--- src/rtl/rx_packet_parser_if.sv ---
// Receive word stream into the packet parser.
// Word moves on a rising clk edge where in_valid && in_ready; data and last are meaningful only while in_valid=1.
interface rx_packet_parser_if #(
    parameter int WORD_WIDTH = 16
);
    logic                  in_valid;
    logic                  in_ready;
    logic [WORD_WIDTH-1:0] in_data;
    logic                  in_last;

    modport master (
        output in_valid,
        output in_data,
        output in_last,
        input  in_ready
    );

    modport slave (
        input  in_valid,
        input  in_data,
        input  in_last,
        output in_ready
    );
endinterface

--- src/rtl/rx_packet_parser.sv ---
// Receive-side packet parser: decodes HB/NB packets and writes NB neighbour records
// into an external neighbour table, tracking the table fill count.
module rx_packet_parser #(
    parameter int WORD_WIDTH    = 16,
    parameter int MAX_NEIGHBORS = 32
) (
    input  logic                  clk,
    input  logic                  nrst,
    input  logic [WORD_WIDTH-1:0] myNodeID,
    rx_packet_parser_if.slave     rx,
    output logic                  wr_en,
    output logic                  HB_reset,
    output logic [WORD_WIDTH-1:0] nodeID,
    output logic [WORD_WIDTH-1:0] nodeHops,
    output logic [WORD_WIDTH-1:0] nodeQValue,
    output logic [WORD_WIDTH-1:0] nodeEnergy,
    output logic [WORD_WIDTH-1:0] nodeCHHops,
    output logic [5:0]            neighborCount,
    output logic                  pkt_err,
    output logic                  tbl_full,
    output logic [1:0]            o_dbg_state
);

    typedef enum logic [1:0] {
        IDLE    = 2'd0,
        COLLECT = 2'd1,
        EMIT    = 2'd2,
        DROP    = 2'd3
    } state_t;

    localparam logic [3:0] TYPE_HB = 4'h1;
    localparam logic [3:0] TYPE_NB = 4'h2;
    localparam logic [5:0] MAX_CNT = 6'(MAX_NEIGHBORS);

    state_t                r_state;
    logic [2:0]            r_idx;
    logic                  r_in_ready;
    logic                  r_wr_en;
    logic                  r_hb_reset;
    logic                  r_pkt_err;
    logic [5:0]            r_count;
    logic                  r_tbl_full;
    logic [WORD_WIDTH-1:0] r_node_id;
    logic [WORD_WIDTH-1:0] r_node_hops;
    logic [WORD_WIDTH-1:0] r_node_qvalue;
    logic [WORD_WIDTH-1:0] r_node_energy;
    logic [WORD_WIDTH-1:0] r_node_chhops;

    state_t                w_nxt_state;
    logic [2:0]            w_nxt_idx;
    logic                  w_nxt_in_ready;
    logic                  w_nxt_wr_en;
    logic                  w_nxt_hb_reset;
    logic                  w_nxt_pkt_err;
    logic [5:0]            w_nxt_count;
    logic                  w_nxt_tbl_full;
    logic [WORD_WIDTH-1:0] w_nxt_node_id;
    logic [WORD_WIDTH-1:0] w_nxt_node_hops;
    logic [WORD_WIDTH-1:0] w_nxt_node_qvalue;
    logic [WORD_WIDTH-1:0] w_nxt_node_energy;
    logic [WORD_WIDTH-1:0] w_nxt_node_chhops;

    logic                  w_xfer;
    logic [3:0]            w_hdr_type;

    assign w_xfer     = rx.in_valid && r_in_ready;
    assign w_hdr_type = rx.in_data[15:12];

    always_comb begin
        w_nxt_state       = r_state;
        w_nxt_idx         = r_idx;
        w_nxt_wr_en       = 1'b0;
        w_nxt_hb_reset    = 1'b0;
        w_nxt_pkt_err     = 1'b0;
        w_nxt_count       = r_count;
        w_nxt_node_id     = r_node_id;
        w_nxt_node_hops   = r_node_hops;
        w_nxt_node_qvalue = r_node_qvalue;
        w_nxt_node_energy = r_node_energy;
        w_nxt_node_chhops = r_node_chhops;

        unique case (r_state)
            IDLE: begin
                if (w_xfer) begin
                    if (w_hdr_type == TYPE_HB) begin
                        if (rx.in_last) begin
                            w_nxt_hb_reset = 1'b1;
                            w_nxt_count    = 6'd0;
                        end else begin
                            w_nxt_pkt_err = 1'b1;
                            w_nxt_state   = DROP;
                        end
                    end else if (w_hdr_type == TYPE_NB && !rx.in_last) begin
                        w_nxt_state = COLLECT;
                        w_nxt_idx   = 3'd1;
                    end else begin
                        // Unknown type, or an NB header with no body.
                        w_nxt_pkt_err = 1'b1;
                        if (!rx.in_last) begin
                            w_nxt_state = DROP;
                        end
                    end
                end
            end

            COLLECT: begin
                if (w_xfer) begin
                    case (r_idx)
                        3'd1:    w_nxt_node_id     = rx.in_data;
                        3'd2:    w_nxt_node_hops   = rx.in_data;
                        3'd3:    w_nxt_node_qvalue = rx.in_data;
                        3'd4:    w_nxt_node_energy = rx.in_data;
                        3'd5:    w_nxt_node_chhops = rx.in_data;
                        default: ;
                    endcase

                    if (r_idx == 3'd5) begin
                        w_nxt_idx = 3'd0;
                        if (rx.in_last) begin
                            w_nxt_state = EMIT;
                            // Own echoes and a full table complete EMIT without writing.
                            w_nxt_wr_en = (r_node_id != myNodeID) && !r_tbl_full;
                        end else begin
                            w_nxt_pkt_err = 1'b1;
                            w_nxt_state   = DROP;
                        end
                    end else if (rx.in_last) begin
                        w_nxt_idx     = 3'd0;
                        w_nxt_pkt_err = 1'b1;
                        w_nxt_state   = IDLE;
                    end else begin
                        w_nxt_idx = r_idx + 3'd1;
                    end
                end
            end

            EMIT: begin
                // wr_en is only ever set below MAX_CNT, so this cannot overflow the table.
                if (r_wr_en) begin
                    w_nxt_count = r_count + 6'd1;
                end
                w_nxt_state = IDLE;
            end

            DROP: begin
                if (w_xfer && rx.in_last) begin
                    w_nxt_state = IDLE;
                end
            end

            default: begin
                w_nxt_state = IDLE;
                w_nxt_idx   = 3'd0;
            end
        endcase

        w_nxt_tbl_full = (w_nxt_count == MAX_CNT);
        w_nxt_in_ready = (w_nxt_state != EMIT);
    end

    always_ff @(posedge clk or negedge nrst) begin
        if (!nrst) begin
            r_state       <= IDLE;
            r_idx         <= 3'd0;
            r_in_ready    <= 1'b1;
            r_wr_en       <= 1'b0;
            r_hb_reset    <= 1'b0;
            r_pkt_err     <= 1'b0;
            r_count       <= 6'd0;
            r_tbl_full    <= 1'b0;
            r_node_id     <= '0;
            r_node_hops   <= '1;
            r_node_qvalue <= '0;
            r_node_energy <= '0;
            r_node_chhops <= '1;
        end else begin
            r_state       <= w_nxt_state;
            r_idx         <= w_nxt_idx;
            r_in_ready    <= w_nxt_in_ready;
            r_wr_en       <= w_nxt_wr_en;
            r_hb_reset    <= w_nxt_hb_reset;
            r_pkt_err     <= w_nxt_pkt_err;
            r_count       <= w_nxt_count;
            r_tbl_full    <= w_nxt_tbl_full;
            r_node_id     <= w_nxt_node_id;
            r_node_hops   <= w_nxt_node_hops;
            r_node_qvalue <= w_nxt_node_qvalue;
            r_node_energy <= w_nxt_node_energy;
            r_node_chhops <= w_nxt_node_chhops;
        end
    end

    assign rx.in_ready    = r_in_ready;
    assign wr_en          = r_wr_en;
    assign HB_reset       = r_hb_reset;
    assign pkt_err        = r_pkt_err;
    assign neighborCount  = r_count;
    assign tbl_full       = r_tbl_full;
    assign nodeID         = r_node_id;
    assign nodeHops       = r_node_hops;
    assign nodeQValue     = r_node_qvalue;
    assign nodeEnergy     = r_node_energy;
    assign nodeCHHops     = r_node_chhops;
    assign o_dbg_state    = r_state;

endmodule

--- src/flat_wrapper.sv ---
// flat-port wrapper written by rule: the top's interface ports become plain ports
module rx_packet_parser_flat 
#(
    parameter int WORD_WIDTH    = 16,
    parameter int MAX_NEIGHBORS = 32
)
  (clk, nrst, myNodeID, wr_en, HB_reset, nodeID, nodeHops, nodeQValue, nodeEnergy, nodeCHHops, neighborCount, pkt_err, tbl_full, o_dbg_state, rx_in_valid, rx_in_data, rx_in_last, rx_in_ready);
  rx_packet_parser_if #(.WORD_WIDTH(WORD_WIDTH)) rx_i ();
  input  logic clk;
  input  logic nrst;
  input  logic [WORD_WIDTH-1:0] myNodeID;
  output logic wr_en;
  output logic HB_reset;
  output logic [WORD_WIDTH-1:0] nodeID;
  output logic [WORD_WIDTH-1:0] nodeHops;
  output logic [WORD_WIDTH-1:0] nodeQValue;
  output logic [WORD_WIDTH-1:0] nodeEnergy;
  output logic [WORD_WIDTH-1:0] nodeCHHops;
  output logic [5:0] neighborCount;
  output logic pkt_err;
  output logic tbl_full;
  output logic [1:0] o_dbg_state;
  input wire logic [$bits(rx_i.in_valid)-1:0] rx_in_valid;
  input wire logic [$bits(rx_i.in_data)-1:0] rx_in_data;
  input wire logic [$bits(rx_i.in_last)-1:0] rx_in_last;
  output wire logic [$bits(rx_i.in_ready)-1:0] rx_in_ready;
  assign rx_i.in_valid = rx_in_valid;
  assign rx_i.in_data = rx_in_data;
  assign rx_i.in_last = rx_in_last;
  assign rx_in_ready = rx_i.in_ready;
  rx_packet_parser #(.WORD_WIDTH(WORD_WIDTH), .MAX_NEIGHBORS(MAX_NEIGHBORS)) u_core (.clk(clk), .nrst(nrst), .myNodeID(myNodeID), .rx(rx_i), .wr_en(wr_en), .HB_reset(HB_reset), .nodeID(nodeID), .nodeHops(nodeHops), .nodeQValue(nodeQValue), .nodeEnergy(nodeEnergy), .nodeCHHops(nodeCHHops), .neighborCount(neighborCount), .pkt_err(pkt_err), .tbl_full(tbl_full), .o_dbg_state(o_dbg_state));
endmodule
--- config.mk ---
export PLATFORM = sky130hd
export DESIGN_NAME = rx_packet_parser_flat
export DESIGN_NICKNAME = d
export VERILOG_FILES = /design/src/rtl/rx_packet_parser_if.sv /design/src/rtl/rx_packet_parser.sv /design/src/flat_wrapper.sv
export SDC_FILE = /design/constraint.sdc
export NUM_CORES = 1
export LEC_CHECK = 0
export ABC_AREA = 1
export CELL_PAD_IN_SITES_DETAIL_PLACEMENT = 1
export CELL_PAD_IN_SITES_GLOBAL_PLACEMENT = 2
export CORE_UTILIZATION = 25
export CTS_CLUSTER_SIZE = 30
export DETAILED_ROUTE_END_ITERATION = 10
export HOLD_SLACK_MARGIN = 0.12
export PLACE_DENSITY = 0.74
export SYNTH_ARGS = -nofsm -noshare
export SYNTH_HDL_FRONTEND = slang
export SYNTH_SLANG_ARGS = --single-unit
export TNS_END_PERCENT = 30
--- constraint.sdc ---
create_clock -name clk -period 1.6 [get_ports clk]
set_clock_uncertainty 0.1 [all_clocks]
set_input_delay 0.32 -clock clk [delete_from_list [all_inputs] [get_ports clk]]
set_output_delay 0.32 -clock clk [all_outputs]
set_load 0.02 [all_outputs]
After elaboration in Yosys (flattened, before gate mapping)
Cells that the tools add are included.
{ "word_totals": {"regBits": 96, "out_inout_bits": 93, "elab_cells": 83} }
{ "classes": {"n_eq_ne": 17, "addsub": 2, "n_mux": 37, "n_reduce_logical": 14} }
{ "op_table": {"columns": ["operator", "count"], "rows": [
  ["$mux 6", 4],
  ["$mux 3", 6],
  ["$mux 2", 8],
  ["$ne 16x16->1", 1],
  ["$mux 1", 15],
  ["$reduce_and 3->1", 5],
  ["$pmux 6 s2", 1],
  ["$pmux 2 s4", 1],
  ["$add 6x1->6 const B", 1],
  ["$eq 3x2->1 const B", 2],
  ["$eq 3x3->1 const B", 2],
  ["$eq 6x6->1 const B", 1],
  ["$ne 2x1->1 const B", 3],
  ["$pmux 3 s2", 1],
  ["$reduce_and 5->1", 1],
  ["$eq 2x2->1 const B", 2],
  ["$eq 4x1->1 const B", 1],
  ["$eq 4x2->1 const B", 1],
  ["$logic_and 1x1->1", 4],
  ["$ne 2x2->1 const B", 2],
  ["$add 3x1->3 const B", 1],
  ["$eq 3x1->1 const B", 1],
  ["$eq 2x1->1 const B", 1],
  ["$logic_not 1->1", 2],
  ["3 further kinds", 3]
]} }

Depth between registers and ports, before layout
{ "logic_depth": {"depth_word": 7, "depth_mapped": 10} }

Worst setup path before layout
No wires, ideal clock.
{ "synth_timing": {"path_type": "flip-flop to flip-flop", "start": "reg u_core.r_in_ready, in the netlist u_core.rx.in_ready", "end": "reg u_core.r_node_chhops[0], in the netlist u_core.nodeCHHops[0]", "arrival_time_ps": 1429, "period_less_slack_ps": 1617, "path_buffers": 1, "required_ps": 1412, "stages_incl_launch_ff": 7, "slack_ps": -17, "path_cell_list": "dfstp_2 nand2_1 nor2_1 nand3_1 clkbuf_1 nand2_1 o21ai_0"} }
{ "synth_between": {"elab_chain_cells": 2} }
{ "synth_lines": {"columns": ["element", "line_no", "rtl"], "rows": [
  ["start, declared", "rx_packet_parser.sv:37", "logic r_in_ready;"],
  ["start signal, assigned", "rx_packet_parser.sv:179", "r_in_ready <= w_nxt_in_ready;"],
  ["$logic_and 1x1->1", "rx_packet_parser.sv:66", "assign w_xfer = rx.in_valid && r_in_ready;"],
  ["$reduce_and 3->1 (no source line)", null, null],
  ["end signal, assigned", "rx_packet_parser.sv:189", "r_node_chhops <= w_nxt_node_chhops;"],
  ["end, declared", "rx_packet_parser.sv:47", "logic [WORD_WIDTH-1:0] r_node_chhops;"]
]} }
No other way between the ends.
A chain may end at the register's enable or synchronous reset.

Final worst setup path
{ "layout_timing": {"start": "reg u_core.r_node_chhops[3], in the netlist u_core.nodeCHHops[3]", "end": "out nodeCHHops[3]"} }
{ "layout_rtl": {"columns": ["element", "line_no", "rtl"], "rows": [
  ["end, declared", "flat_wrapper.sv:18", "output logic [WORD_WIDTH-1:0] nodeCHHops;"]
]} }
No word-level cell between the ends.

==> run metrics <==
Worst path slowest cell=dfstp_2; Max-slew headroom=78.7%; Peak Freq=634 MHz; Avg WL per Cell=15.9 µm; required time of the worst setup path=1.18 ns; fin crit period=1.58 ns; antenna violations before repair=0; DPL Wire Length=9600 µm; Routed Wire Length=12800 µm; Initial Util=26.0%; Max Fanout on Critical Path=2; WP buf/inv=1; cells on worst reg2reg path=7; MaxCap Viol Count=0; global route overflow=0; CTS Root Cell=clkbuf_16; clock tree buffer depth=2; Residual DRC=0; critical path class=reg -> out; Worst setup startpoint=u_core.nodeCHHops[3]; CTS Buf Count=9; core area=16100 µm²; final hold slack=0.297 ns; commonest non-fill, non-tap cell in the layout=nand2_1; YS warnings=0; Total Power=0.0105 W; Worst path max stage delay=0.54 ns; Worst Tran Pin Value=0.320 ns; htree depth=3; Clk pin slew, worst setup/hold paths=0.07 ns; global-route wire length before repair=20700 µm; die area=17300 µm²; Hold Violations, Final=0; worst skew pair latency=0.35 ns; Max Slew Vio Count=0; I/O pins=129; outcome=finished, final reports clean; vias per cell=4.35; Crit. End Element=output pin; Mapped Cells=428; starting DRC count in detailed routing=157; worst vdd ir=846 µV; worst reg2reg setup slack=0.06 ns; Avg Inst Size Synth=9.77 µm²; DRT Pass-1 Iters=4; Die W=131 µm; Final setup viols=0; FF-to-FF Start=u_core.o_dbg_state[1]; startpoint types=flop; Lkg Pwr=2.93 nW; Antenna Nets Post-Route=0; largest net degree at the start of global routing=35; final setup margin=0.0235 ns; FF-to-FF End=u_core.nodeEnergy[7]; # rows=46; gr usage total=15.5%; Syn Nets=470; vias in the first global route=3740; register area share after synthesis=58.4%; worst path cell trace=clkdlybuf4s15_2; Port Buffers=128; Hold WC Path Type=in -> async; Post-Syn Area=4180 µm²; synthesized flop and latch total=96; CTS tree=built; Synth-to-Final Area Change=47.1%; ant diodes=0; Worst EP arrival=1.16 ns; via count=3503; most frequent cells in the layout=nand2_1 (105), dfrtp_1 (60), dlygate4sd2_1 (58), o21ai_1 (56); gpl congestion=0.776; Setup WS pre-CTS=-0.346 ns; Cell variety after synth=29; die height=131 µm; final cycle utilization of the critical path=98.5%; Power Density=1710 nW/µm²; share of layout cells above drive strength 1=27.8%; Top delay family on crit path=flip-flops; unrepaired setup endpoints after global routing=true; nets@finish=626; clock sink count=96
[area by class of cell]
type	instances	area (µm²)
Inverter	36	138
Multi-Input combinational cell	281	1550
Tap cell	216	270
Timing Repair Buffer	160	1450
Sequential cell	96	2450
Clock inverter	6	52.6
Clock buffer	10	239
Fill cell	1871	9960
[repair_timing]
item / 4_1_cts / 5_1_grt
setup buffers: 0 / 3
hold buffers: 1 / 0
setup endpoints to repair: 121 / 95
resized for setup: 168 / 58
gates cloned: 0 / 0
endpoints found under the hold margin: 77 / 0
pin swaps: 0 / 3
[cells in the mapped netlist]
master / instances / area share (%)
dfstp_2: 33 / 21
nand3b_1: 4 / 0.72
buf_2: 2 / 0.24
xor2_1: 2 / 0.42
ha_1: 6 / 1.8
nor2_8: 1 / 0.48
nor2_1: 17 / 1.5
nand3_4: 3 / 1.3
inv_1: 34 / 3.1
o21ai_0: 32 / 3.8
or2_0: 1 / 0.15
o211ai_1: 1 / 0.18
o21ai_2: 15 / 3.1
or2_2: 3 / 0.45
dfrtp_1: 63 / 38
nand2_1: 117 / 10
clkbuf_1: 3 / 0.27
inv_2: 2 / 0.18
buf_6: 9 / 2.4
o31ai_1: 1 / 0.18
nand3_1: 14 / 1.7
xnor2_1: 10 / 2.1
a21oi_1: 6 / 0.72
nand2_4: 1 / 0.27
nand4_1: 3 / 0.45
buf_4: 1 / 0.18
nor2_4: 1 / 0.27
o21ai_1: 41 / 4.9
nor3_1: 2 / 0.24
[layer usage]
layer | track usage (%) | share of wire, % | vias to the layer above | routed length [µm]
met1 | 18.6 | 44 | 1710 | 5560
met3 | 3.90 | 4.1 | 8 | 528
met4 | 4.46 | 1.1 | 0 | 136
met2 | 27.2 | 51 | 86 | 6550
met5 | 0 | 0 | - | 0
li1 | - | - | 1699 | -
[power by group]
part / leakage [nW] / switching (W) / internal, W
registers: 1.17 / 0.000622 / 0.00350
logic: 1.63 / 0.00252 / 0.00178
clock network: 0.137 / 0.00101 / 0.00112
[cell families (layout without fill, tap and decap cells)]
logic type | count (synthesis) | count (layout) | synth area share [%]
adders and majority gates | 6 | 6 | 1.79
xor gates and xnor gates | 12 | 12 | 2.51
and+or+nand+nor | 167 | 167 | 18.0
AOI/OAI and AO/OA | 96 | 96 | 13.0
DFF | 96 | 96 | 58.4
buffers and inverters | 51 | 212 | 6.34
[worst max path at each step]
stage | end | slack, ns | cells after the start
after floorplan | u_core.nodeEnergy[2] | 0.001 | 8
after global placement | u_core.nodeQValue[8] | -0.26 | 6
after detailed placement | u_core.nodeCHHops[13] | -0.35 | 6
after CTS | o_dbg_state[1] | -0.006 | 1
after global routing | u_core.r_idx[2] | -0.03 | 7
final | nodeCHHops[3] | 0.02 | 1
[registers in the layout (all words and copies together) (netlist names)]
signal and flops:
u_core.nodeEnergy 16, u_core.nodeID 16, u_core.pkt_err 1, u_core.nodeHops 16
u_core.rx.in_ready 1, u_core.r_idx 3, u_core.nodeQValue 16, u_core.wr_en 1
u_core.nodeCHHops 16, u_core.HB_reset 1, u_core.o_dbg_state 2, u_core.tbl_full 1
u_core.neighborCount 6
[metrics by stage]
stage,cell area (µm²),utilization (%),cells,setup TNS (ns)
2_1_floorplan,4190,-,428,0
3_3_place_gp,5890,36.5,785,-19.96
3_5_place_dp,5890,36.5,785,-22.65
4_1_cts,6140,38.1,802,-0.00567
5_1_grt,6150,38.2,805,-0.108
6_report,6150,38.2,805,0
(Power assumes the default switching activity.)
